$ cat src/rtl/mfsk_dds_mod_if.sv
// rtl/mfsk_dds_mod_if.sv - symbol handshake interface for mfsk_dds_mod
//
// Purpose: carries one BITS_PER_SYM-bit symbol per valid/ready handshake.
// Signals:
//   s_valid  source -> sink  symbol available
//   s_sym    source -> sink  symbol value
//   s_ready  sink -> source  symbol taken on an edge where s_valid && s_ready
// Modports: master (symbol source), slave (modulator side).

interface mfsk_dds_mod_if #(
    parameter int BITS_PER_SYM = 2
);
    logic                    s_valid;
    logic [BITS_PER_SYM-1:0] s_sym;
    logic                    s_ready;

    modport master (
        output s_valid,
        output s_sym,
        input  s_ready
    );

    modport slave (
        input  s_valid,
        input  s_sym,
        output s_ready
    );
endinterface

$ cat src/rtl/mfsk_dds_mod.sv
// rtl/mfsk_dds_mod.sv - phase-continuous M-ary FSK DDS modulator driving a parallel DAC
//
// Purpose: maps each accepted symbol to a tuning word (base + sym*step), runs a
// DDS phase accumulator for SYM_SAMPLES DAC samples per symbol and shapes the
// phase into sine-approx / triangle / square / sawtooth samples. DAC clock runs
// at i_sys_clk/2; samples update on the falling edge of o_da_clk.
// Ports:
//   i_sys_clk    sole clock
//   i_sys_rst    asynchronous active-high reset
//   i_en         enables symbol acceptance; low at end of symbol = clean stop
//   i_wave_sel   0 sine-approx, 1 triangle, 2 square, 3 sawtooth (latched at symbol load)
//   i_tone_base  tuning word for symbol 0
//   i_tone_step  tuning-word increment per symbol value
//   s_if         symbol handshake (slave modport)
//   o_da_data    DAC sample, offset binary
//   o_da_clk     DAC latch clock
//   o_busy       high while running symbols
//   o_underrun   one-cycle pulse when the symbol stream starves with i_en high

module mfsk_dds_mod #(
    parameter int DATA_W       = 8,
    parameter int PHASE_W      = 32,
    parameter int BITS_PER_SYM = 2,
    parameter int SYM_SAMPLES  = 1000
) (
    input  logic               i_sys_clk,
    input  logic               i_sys_rst,
    input  logic               i_en,
    input  logic [1:0]         i_wave_sel,
    input  logic [PHASE_W-1:0] i_tone_base,
    input  logic [PHASE_W-1:0] i_tone_step,
    mfsk_dds_mod_if.slave      s_if,
    output logic [DATA_W-1:0]  o_da_data,
    output logic               o_da_clk,
    output logic               o_busy,
    output logic               o_underrun
);

    localparam int                  CNT_W    = $clog2(SYM_SAMPLES);
    localparam logic [CNT_W-1:0]    LAST_CNT = CNT_W'(SYM_SAMPLES - 1);
    localparam logic [DATA_W-1:0]   MIDSCALE = {1'b1, {(DATA_W-1){1'b0}}};
    localparam logic [DATA_W:0]     X_MAX    = '1;

    localparam logic [1:0] WAVE_SINE   = 2'd0;
    localparam logic [1:0] WAVE_TRI    = 2'd1;
    localparam logic [1:0] WAVE_SQUARE = 2'd2;
    localparam logic [1:0] WAVE_SAW    = 2'd3;

    typedef enum logic {
        ST_IDLE,
        ST_RUN
    } state_t;

    state_t              r_state;
    state_t              w_state_nxt;
    logic                r_t;
    logic [PHASE_W-1:0]  r_phase;
    logic [PHASE_W-1:0]  r_tone_word;
    logic [1:0]          r_wave;
    logic [CNT_W-1:0]    r_samp_cnt;
    logic [DATA_W-1:0]   r_da_data;
    logic                r_underrun;

    logic                w_ready;
    logic                w_busy;
    logic                w_hs;
    logic                w_last;
    logic [PHASE_W-1:0]  w_sym_ext;
    logic [PHASE_W-1:0]  w_tone_word;
    logic [DATA_W-1:0]   w_wave;

    // Waveform shaping terms
    logic                w_h;
    logic [DATA_W-1:0]   w_r;
    logic [DATA_W:0]     w_x;
    logic [2*DATA_W+1:0] w_q;
    logic [DATA_W-1:0]   w_mag;
    logic                w_unused_q;

    // r_t is the sample-edge qualifier: an edge with r_t==1 is where da_clk falls.
    assign w_last    = (r_samp_cnt == LAST_CNT);
    assign w_hs      = s_if.s_valid && w_ready;
    assign w_sym_ext = PHASE_W'(s_if.s_sym);
    assign w_tone_word = i_tone_base + i_tone_step * w_sym_ext;

    assign w_h = r_phase[PHASE_W-1];
    assign w_r = r_phase[PHASE_W-2 -: DATA_W];
    assign w_x = r_phase[PHASE_W-2 -: DATA_W+1];
    // Parabolic half-wave: x*(2^(N+1)-1-x) peaks just under 2^(2N), so >> (N+1)
    // leaves a magnitude below 2^(N-1); the top product bit is always zero.
    assign w_q   = {{(DATA_W+1){1'b0}}, w_x} * {{(DATA_W+1){1'b0}}, X_MAX - w_x};
    assign w_mag = w_q[2*DATA_W:DATA_W+1];
    assign w_unused_q = ^{w_q[2*DATA_W+1], w_q[DATA_W:0]};

    always_comb begin
        w_wave = MIDSCALE;
        case (r_wave)
            WAVE_SINE:   w_wave = w_h ? (MIDSCALE - w_mag) : (MIDSCALE + w_mag);
            WAVE_TRI:    w_wave = w_h ? ~w_r : w_r;
            WAVE_SQUARE: w_wave = w_h ? '0 : '1;
            WAVE_SAW:    w_wave = r_phase[PHASE_W-1 -: DATA_W];
            default:     w_wave = MIDSCALE;
        endcase
    end

    always_ff @(posedge i_sys_clk or posedge i_sys_rst) begin
        if (i_sys_rst) begin
            r_state <= ST_IDLE;
        end else begin
            r_state <= w_state_nxt;
        end
    end

    // Next state and handshake outputs. s_ready is held low while reset is asserted.
    always_comb begin
        w_state_nxt = r_state;
        w_ready     = 1'b0;
        w_busy      = 1'b0;
        case (r_state)
            ST_IDLE: begin
                w_ready = i_en && !i_sys_rst;
                if (s_if.s_valid && w_ready) begin
                    w_state_nxt = ST_RUN;
                end
            end
            ST_RUN: begin
                w_busy  = 1'b1;
                w_ready = r_t && w_last && !i_sys_rst;
                if (r_t && w_last && !s_if.s_valid) begin
                    w_state_nxt = ST_IDLE;
                end
            end
            default: begin
                w_state_nxt = ST_IDLE;
            end
        endcase
    end

    always_ff @(posedge i_sys_clk or posedge i_sys_rst) begin
        if (i_sys_rst) begin
            r_t         <= 1'b0;
            r_phase     <= '0;
            r_tone_word <= '0;
            r_wave      <= WAVE_SAW;
            r_samp_cnt  <= '0;
            r_da_data   <= MIDSCALE;
            r_underrun  <= 1'b0;
        end else begin
            r_t        <= ~r_t;
            r_underrun <= 1'b0;
            case (r_state)
                ST_IDLE: begin
                    r_phase   <= '0;
                    r_da_data <= MIDSCALE;
                    if (w_hs) begin
                        r_tone_word <= w_tone_word;
                        r_wave      <= i_wave_sel;
                        r_samp_cnt  <= '0;
                    end
                end
                ST_RUN: begin
                    if (r_t) begin
                        if (!w_last) begin
                            r_da_data  <= w_wave;
                            r_phase    <= r_phase + r_tone_word;
                            r_samp_cnt <= r_samp_cnt + 1'b1;
                        end else if (w_hs) begin
                            // Phase-continuous switch: this sample and this
                            // increment still belong to the outgoing tone.
                            r_da_data   <= w_wave;
                            r_phase     <= r_phase + r_tone_word;
                            r_tone_word <= w_tone_word;
                            r_wave      <= i_wave_sel;
                            r_samp_cnt  <= '0;
                        end else begin
                            r_phase    <= '0;
                            r_da_data  <= MIDSCALE;
                            r_samp_cnt <= '0;
                            r_underrun <= i_en;
                        end
                    end
                end
                default: begin
                    r_phase   <= '0;
                    r_da_data <= MIDSCALE;
                end
            endcase
        end
    end

    assign s_if.s_ready = w_ready;
    assign o_busy       = w_busy;
    assign o_da_clk     = r_t;
    assign o_da_data    = r_da_data;
    assign o_underrun   = r_underrun;

endmodule

$ cat src/flat_wrapper.sv
// flat-port wrapper written by rule: the top's interface ports become plain ports
module mfsk_dds_mod_flat 
#(
    parameter int DATA_W       = 8,
    parameter int PHASE_W      = 32,
    parameter int BITS_PER_SYM = 2,
    parameter int SYM_SAMPLES  = 1000
)
  (i_sys_clk, i_sys_rst, i_en, i_wave_sel, i_tone_base, i_tone_step, o_da_data, o_da_clk, o_busy, o_underrun, s_if_s_valid, s_if_s_sym, s_if_s_ready);
  mfsk_dds_mod_if #(.BITS_PER_SYM(BITS_PER_SYM)) s_if_i ();
  input  logic i_sys_clk;
  input  logic i_sys_rst;
  input  logic i_en;
  input  logic [1:0] i_wave_sel;
  input  logic [PHASE_W-1:0] i_tone_base;
  input  logic [PHASE_W-1:0] i_tone_step;
  output logic [DATA_W-1:0] o_da_data;
  output logic o_da_clk;
  output logic o_busy;
  output logic o_underrun;
  input wire logic [$bits(s_if_i.s_valid)-1:0] s_if_s_valid;
  input wire logic [$bits(s_if_i.s_sym)-1:0] s_if_s_sym;
  output wire logic [$bits(s_if_i.s_ready)-1:0] s_if_s_ready;
  assign s_if_i.s_valid = s_if_s_valid;
  assign s_if_i.s_sym = s_if_s_sym;
  assign s_if_s_ready = s_if_i.s_ready;
  mfsk_dds_mod #(.DATA_W(DATA_W), .PHASE_W(PHASE_W), .BITS_PER_SYM(BITS_PER_SYM), .SYM_SAMPLES(SYM_SAMPLES)) u_core (.i_sys_clk(i_sys_clk), .i_sys_rst(i_sys_rst), .i_en(i_en), .i_wave_sel(i_wave_sel), .i_tone_base(i_tone_base), .i_tone_step(i_tone_step), .s_if(s_if_i), .o_da_data(o_da_data), .o_da_clk(o_da_clk), .o_busy(o_busy), .o_underrun(o_underrun));
endmodule
$ cat config.mk
export PLATFORM = sky130hd
export DESIGN_NAME = mfsk_dds_mod_flat
export DESIGN_NICKNAME = d
export VERILOG_FILES = /design/src/rtl/mfsk_dds_mod_if.sv /design/src/rtl/mfsk_dds_mod.sv /design/src/flat_wrapper.sv
export SDC_FILE = /design/constraint.sdc
export NUM_CORES = 1
export LEC_CHECK = 0
export ABC_AREA = 1
export CAP_MARGIN = 20
export CORE_MARGIN = 4
export CORE_UTILIZATION = 45
export CTS_CLUSTER_DIAMETER = 100
export CTS_CLUSTER_SIZE = 25
export DETAILED_ROUTE_END_ITERATION = 8
export HOLD_SLACK_MARGIN = 0.02
export PLACE_DENSITY = 0.68
export REMOVE_ABC_BUFFERS = 1
export SLEW_MARGIN = 20
export SYNTH_ARGS = -nofsm -noshare
export SYNTH_HDL_FRONTEND = slang
export SYNTH_SLANG_ARGS = --single-unit
$ cat constraint.sdc
create_clock -name i_sys_clk -period 6 [get_ports i_sys_clk]
set_input_delay 1.2 -clock i_sys_clk [delete_from_list [all_inputs] [get_ports i_sys_clk]]
set_output_delay 1.2 -clock i_sys_clk [all_outputs]
set_load 0.05 [all_outputs]
==> results by group, run 1 <==
Routing
  – WL final: 25800 microns
  – Antenna Nets Post-Route: 0
  – Remaining routing DRC violations: 0
  – Drt pass-1 iters: 5
  – Total number of vias: 9892
  – DR iter-0 viols: 562
  – DR WL/cell: 13.1 microns
  – Vias per cell: 5.02

STA
  – Post-route setup TNS: 0 ns
  – FMAX: 0.196 GHz
  – RSZ-0062 raised after global routing: no
  – Worst clock skew: 0.0110 ns
  – Slew margin rel.: 46.5%
  – Actual slew at the worst max-slew pin: 0.801 ns
  – Hold Violations, Final: 0
  – Final setup viols: 0
  – Period utilisation layout: 85.1%
  – Worst setup margin: 0.895 ns
  – Final slew viol count: 0
  – Final min period: 5.10 ns

Clock network
  – # H-tree levels: 3
  – Sinks on Clock Net: 87
  – CTS Hold Bufs: 0
  – Root buf cell: clkbuf_16
  – Clock Tree Buf Depth: 2
  – Number of buffers created by CTS: 9
  – TritonCTS clock tree: done
  – Setup bufs post-CTS: 0
  – Post-cts sizing count: 0
  – Clock Latency Late Sink: 0.35 ns
  – CTS clk-pin slew, worst paths: 0.07 ns

Cells and area
  – Footprint of the multi-input gates: 7500 sq um
  – Proportion of layout cells with a drive suffix above 1: 3.09%
  – Layout net count: 1902
  – Finished Cell Area: 12300 sq um
  – # fillers: 2356
  – Reg area: 2180 sq um
  – Post-route insts no fill: 1971
  – N_diodes: 0
  – Area Growth Syn to Fin: 13.0%

Worst setup path
  – Critical path peak fanout: 13
  – Worst setup SP type: register
  – Worst Path Required: 6.24 ns
  – Crit end category: register
  – Arrival time worst endpoint: 5.35 ns
  – R2R setup slack: 0.90 ns
  – WS Path Type: reg -> reg

Yosys
  – Post-Syn Area: 10900 sq um
  – Top cell type's share of synthesized area: 19.3%
  – Warnings, synthesis: 0
  – Leading area contributor after synthesis: dfrtp_1
  – Post-synth EDFFs: 0
  – Ys flop type: dfrtp_1
  – Mean Syn Cell Area: 6.91 sq um
  – Register area share after synthesis: 20.0%
  – Synth top cells by count: nand2_1 (426), inv_1 (272), nor2_1 (147)
  – Synth unique cells: 47
  – FFs w/ async S/R, synth: 100%
  – Synth Register Bits: 87
  – Cells after Synth: 1576
  – Count leader, synth: nand2_1
  – Synth area leaders: dfrtp_1 (19%), nand2_1 (15%), fa_1 (13%), ha_1 (13%), inv_1 (9.4%)

Placed design
  – Half-perimeter wire length after placement: 21500 microns
  – Placed cell area: 12000 sq um
  – Setup Slack @ Placement: 0.929 ns
  – Total placed cells including tap cells: 1955
  – GP Congestion: 0.973
  – Port bufs: 83

Hold path
  – Worst hold path type: reg -> reg

Floorplanning
  – Full die area: 26800 sq um
  – Num rows: 56
  – Die X: 164 microns
  – DIE HEIGHT: 164 microns
  – Initial Util: 46.1%
  – Core area: 23600 sq um
  – Number of top-level pins: 84

GRT
  – Vias in the first global route: 9570
  – GRT overflow: 0
  – First-pass GRT wire length: 44700 microns
  – Total global-route track usage: 20.1%
  – Initial antenna violation count: 0
  – Largest net degree at the start of global routing: 47

Run status
  – Status: complete, no violations

Run
  – Max_cap viols: 0
==> worst paths after layout <==
check	start	depth (start not counted)	to
worst max-delay path	u_core.r_phase[26]$_DFFE_PP0N_	23	u_core.o_da_data[4]$_DFFE_PP0N_
worst min-delay path	u_core.o_da_data[3]$_DFFE_PP0N_	2	u_core.o_da_data[3]$_DFFE_PP0N_
worst max register to register	u_core.r_phase[26]$_DFFE_PP0N_	23	u_core.o_da_data[4]$_DFFE_PP0N_
worst min register to register	u_core.o_da_data[3]$_DFFE_PP0N_	2	u_core.o_da_data[3]$_DFFE_PP0N_
max in group asynchronous	i_sys_rst	3	u_core.o_da_data[7]$_DFFE_PP1N_
min in group asynchronous	i_sys_rst	2	u_core.r_phase[4]$_DFFE_PP0N_
==> registers in the layout, indices dropped and copies added (netlist names) <==
register / cells
u_core.o_underrun: 1
u_core.o_da_clk: 1
u_core.r_phase: 32
u_core.o_da_data: 8
u_core.r_samp_cnt: 10
u_core.r_tone_word: 32
u_core.r_state: 1
u_core.r_wave: 2
==> metal layers <==
layer / vias to the layer above / global-route usage (%) / routed length, microns
met2: 194 / 32.3 / 11500
met5: - / 0 / 0
met3: 44 / 3.03 / 1170
met1: 4504 / 28.5 / 12700
li1: 5150 / - / -
met4: 0 / 5.07 / 530
==> through the flow <==
stage | util, % | hold WS, ns
after floorplan | - | 0.455
after global placement | 51.0 | 0.470
after detailed placement | 51.0 | 0.467
after CTS | 52.1 | 0.483
after global routing | 52.1 | 0.504
final | 52.1 | 0.477
==> critical path, stage by stage (launching register included) <==
cell and delay, ns:
dfrtp_1 0.59, clkinv_1 0.36, ha_1 0.39, inv_1 0.04, ha_1 0.30, fa_1 0.48, fa_1 0.54, inv_1 0.05
fa_1 0.52, inv_1 0.04, ha_1 0.34, nand2_1 0.12, inv_1 0.06, a21oi_1 0.17, nand2_1 0.07, nand2_1 0.06
nand2_1 0.10, ha_1 0.23, nand3_1 0.08, nand2_1 0.10, xnor2_1 0.17, nand2_1 0.06, nand3_1 0.08, nand2_1 0.05
==> layout by cell type (no fill, tap or decap), drive strengths merged, types with 5 or more instances in the layout <==
| cell type | instances |
|---|---|
| o21bai | 9 |
| ha | 112 |
| clkinv | 11 |
| buf | 8 |
| nor2 | 148 |
| nand3b | 5 |
| nand4 | 20 |
| nand3 | 73 |
| clkbuf | 12 |
| clkdlybuf4s50 | 83 |
| xor2 | 18 |
| o21a | 5 |
| nand2 | 429 |
| nor3 | 13 |
| a21oi | 101 |
| or2 | 5 |
| fa | 71 |
| o211ai | 10 |
| o22ai | 6 |
| xnor2 | 24 |
| o21ai | 96 |
| inv | 275 |
| dfrtp | 84 |
| a31oi | 9 |
| a21o | 12 |
==> cell type report <==
cell class | count | share of cell area, %
flip-flops and latches | 87 | 17.7
multi-input cells | 1176 | 60.9
well taps | 319 | 3.24
repair buffers | 91 | 7.24
clock inverters | 4 | 0.254
inverters | 282 | 8.64
clock buffers | 12 | 2.00
==> cell families (layout without fill, tap and decap cells) <==
kind of cell / Yosys count / in the layout / share of synthesized area (%)
XOR/XNOR: 42 / 42 / 3.38
AND/OR/NAND/NOR: 698 / 698 / 26.2
adder cells (fa/ha/maj): 183 / 183 / 25.9
AO/OA/AOI/OAI: 253 / 253 / 13.3
buffers and inverters: 313 / 389 / 11.2
flip-flops: 87 / 87 / 20.0
Power of run 1 is not shown: default switching activity piles up to over one toggle a cycle in this logic, so the estimate is an artifact.
==> inputs of run 2 (changes only) <==
Settings changed: MAX_ROUTING_LAYER set to met4.
==> results by group, run 2 (same netlist as run 1, synthesis figures left out) <==
Run status
  – Status: complete, no violations

STA
  – Final min period: 5.17 ns
  – Post-route setup TNS: 0 ns
  – Final slew viol count: 0
  – FMAX: 0.193 GHz
  – Worst clock skew: 0.00982 ns
  – Slew margin rel.: 44.9%
  – Period utilisation layout: 86.2%
  – Actual slew at the worst max-slew pin: 0.824 ns
  – RSZ-0062 raised after global routing: no
  – Final setup viols: 0
  – Hold Violations, Final: 0

Clock network
  – Post-cts sizing count: 0
  – Setup bufs post-CTS: 0
  – Root buf cell: clkbuf_16
  – Number of buffers created by CTS: 9
  – CTS Hold Bufs: 0
  – Sinks on Clock Net: 87
  – Clock Latency Late Sink: 0.35 ns
  – Clock Tree Buf Depth: 2
  – # H-tree levels: 3
  – CTS clk-pin slew, worst paths: 0.07 ns
  – TritonCTS clock tree: done

Routing
  – Antenna Nets Post-Route: 0
  – Remaining routing DRC violations: 0
  – WL final: 26500 microns
  – DR WL/cell: 13.5 microns
  – Vias per cell: 5.14
  – Drt pass-1 iters: 5
  – Total number of vias: 10100
  – DR iter-0 viols: 684

Floorplanning
  – Num rows: 56
  – Full die area: 26800 sq um
  – Number of top-level pins: 84
  – Initial Util: 46.1%
  – DIE HEIGHT: 164 microns
  – Die X: 164 microns
  – Core area: 23600 sq um

GRT
  – Vias in the first global route: 9716
  – GRT overflow: 0
  – Initial antenna violation count: 0
  – Total global-route track usage: 21.0%
  – First-pass GRT wire length: 45400 microns
  – Largest net degree at the start of global routing: 50

Cells and area
  – Layout net count: 1902
  – Commonest non-fill, non-tap cell in the layout: nand2_1
  – # fillers: 2395
  – N_diodes: 0
  – Area Growth Syn to Fin: 13.0%
  – Post-route insts no fill: 1971
  – Commonest cells after routing, fill and taps aside: nand2_1 (426), inv_1 (271), nor2_1 (146)
  – Final Core Density: 52.1%
  – Proportion of layout cells with a drive suffix above 1: 3.15%
  – Largest registers: u_core.r_phase (32), u_core.r_tone_word (32), u_core.r_samp_cnt (10)

Worst setup path
  – R2R Path Start: u_core.r_phase[26]$_DFFE_PP0N_
  – Crit path cell chain: clkinv_1 -> ha_1 -> inv_1 -> ha_1 -> fa_1 -> fa_1 -> inv_1 -> fa_1 -> inv_1 -> ha_1 -> nand2_1 -> inv_1 -> a21oi_1 -> nand2_1 -> nand2_1 -> nand2_1 -> ha_1 -> nand3_1 -> nand2_1 -> xnor2_1 -> nand2_1 -> nand3_1 -> nand2_1
  – Critical path peak fanout: 13
  – Max incr delay on CP: 0.60 ns
  – Most common cell type on the critical path: nand2_1
  – Arrival time worst endpoint: 5.42 ns
  – Crit end category: register
  – Worst setup SP type: register
  – Crit path max-delay cell type: dfrtp_1
  – WS Path Type: reg -> reg
  – Worst Path Required: 6.24 ns
  – Worst Setup SP: u_core.r_phase[26]$_DFFE_PP0N_

Hold path
  – Worst hold path type: reg -> reg
  – Start point of the worst hold path: u_core.o_da_data[1]$_DFFE_PP0N_

Placed design
  – Port bufs: 83
  – GP Congestion: 0.937
  – Total placed cells including tap cells: 1955
  – Half-perimeter wire length after placement: 21900 microns

Run
  – Max_cap viols: 0
[run 2: changes by cell type in the layout (fill, tap and decap cells not counted), sizes merged]
cell	change
clkbuf	-1
clkinv	-1
clkinvlp	+2
[run 2: through the flow]
stage                     hold WS [ns]  worst slack [ns]  instance area, sq um
after global routing             0.510             0.349                 12300
after global placement           0.469             0.995                 12000
after detailed placement         0.469             0.878                 12000
after floorplan                  0.455              1.37                 10700
final                            0.483             0.828                 12300
after CTS                        0.487             0.859                 12300
[run 2: worst paths after layout]
path / to / slack [ns] / cells past startpoint
hold reg to reg: u_core.o_da_data[1]$_DFFE_PP0N_ / 0.48 / 2
setup reg to reg: u_core.o_da_data[4]$_DFFE_PP0N_ / 0.83 / 23
setup / recovery: u_core.o_da_data[4]$_DFFE_PP0N_ / 0.83 / 23
hold / removal: u_core.o_da_data[1]$_DFFE_PP0N_ / 0.48 / 2
min in group asynchronous: u_core.o_underrun$_DFF_PP0_ / 1.38 / 2
max in group asynchronous: u_core.r_tone_word[29]$_DFFE_PP0P_ / 3.56 / 3
[run 2: layer usage]
metal	track usage, %	wire [microns]	vias to the layer above	share of wire (%)
li1	-	-	5154	-
met1	28.8	12800	4686	48
met2	33.4	12000	245	45
met3	1.67	1140	42	4.3
met4	6.33	560	0	2.1
met5	-	0	-	0
[run 2: final cells by class]
| cell class | instances | area, sq um | area share (%) |
|---|---|---|---|
| inverter | 282 | 1060 | 8.64 |
| tap | 319 | 399 | 3.24 |
| multi-input combinational | 1176 | 7500 | 60.9 |
| clock buffer | 11 | 243 | 1.97 |
| clock inverter | 5 | 33.8 | 0.274 |
| timing repair buffer | 91 | 891 | 7.24 |
| sequential | 87 | 2180 | 17.7 |
[run 2: critical path: cells and delay by family (launching register included)]
family,cells,cell delay (ns)
adder cells (fa/ha/maj),7,2.79
flip-flops,1,0.60
AND/OR/NAND/NOR,9,0.77
XOR/XNOR,1,0.17
AO/OA/AOI/OAI,1,0.18
buffers and inverters,5,0.56
Power of run 2 is left out for the same reason.
==> inputs of run 3 (changes only) <==
Settings changed: CAP_MARGIN 20 to unset, CTS_CLUSTER_SIZE 25 to unset.
==> results of run 3 <==
Final layout, timing and power as in run 2 (identical DEF).
Power of run 3 is left out for the same reason.
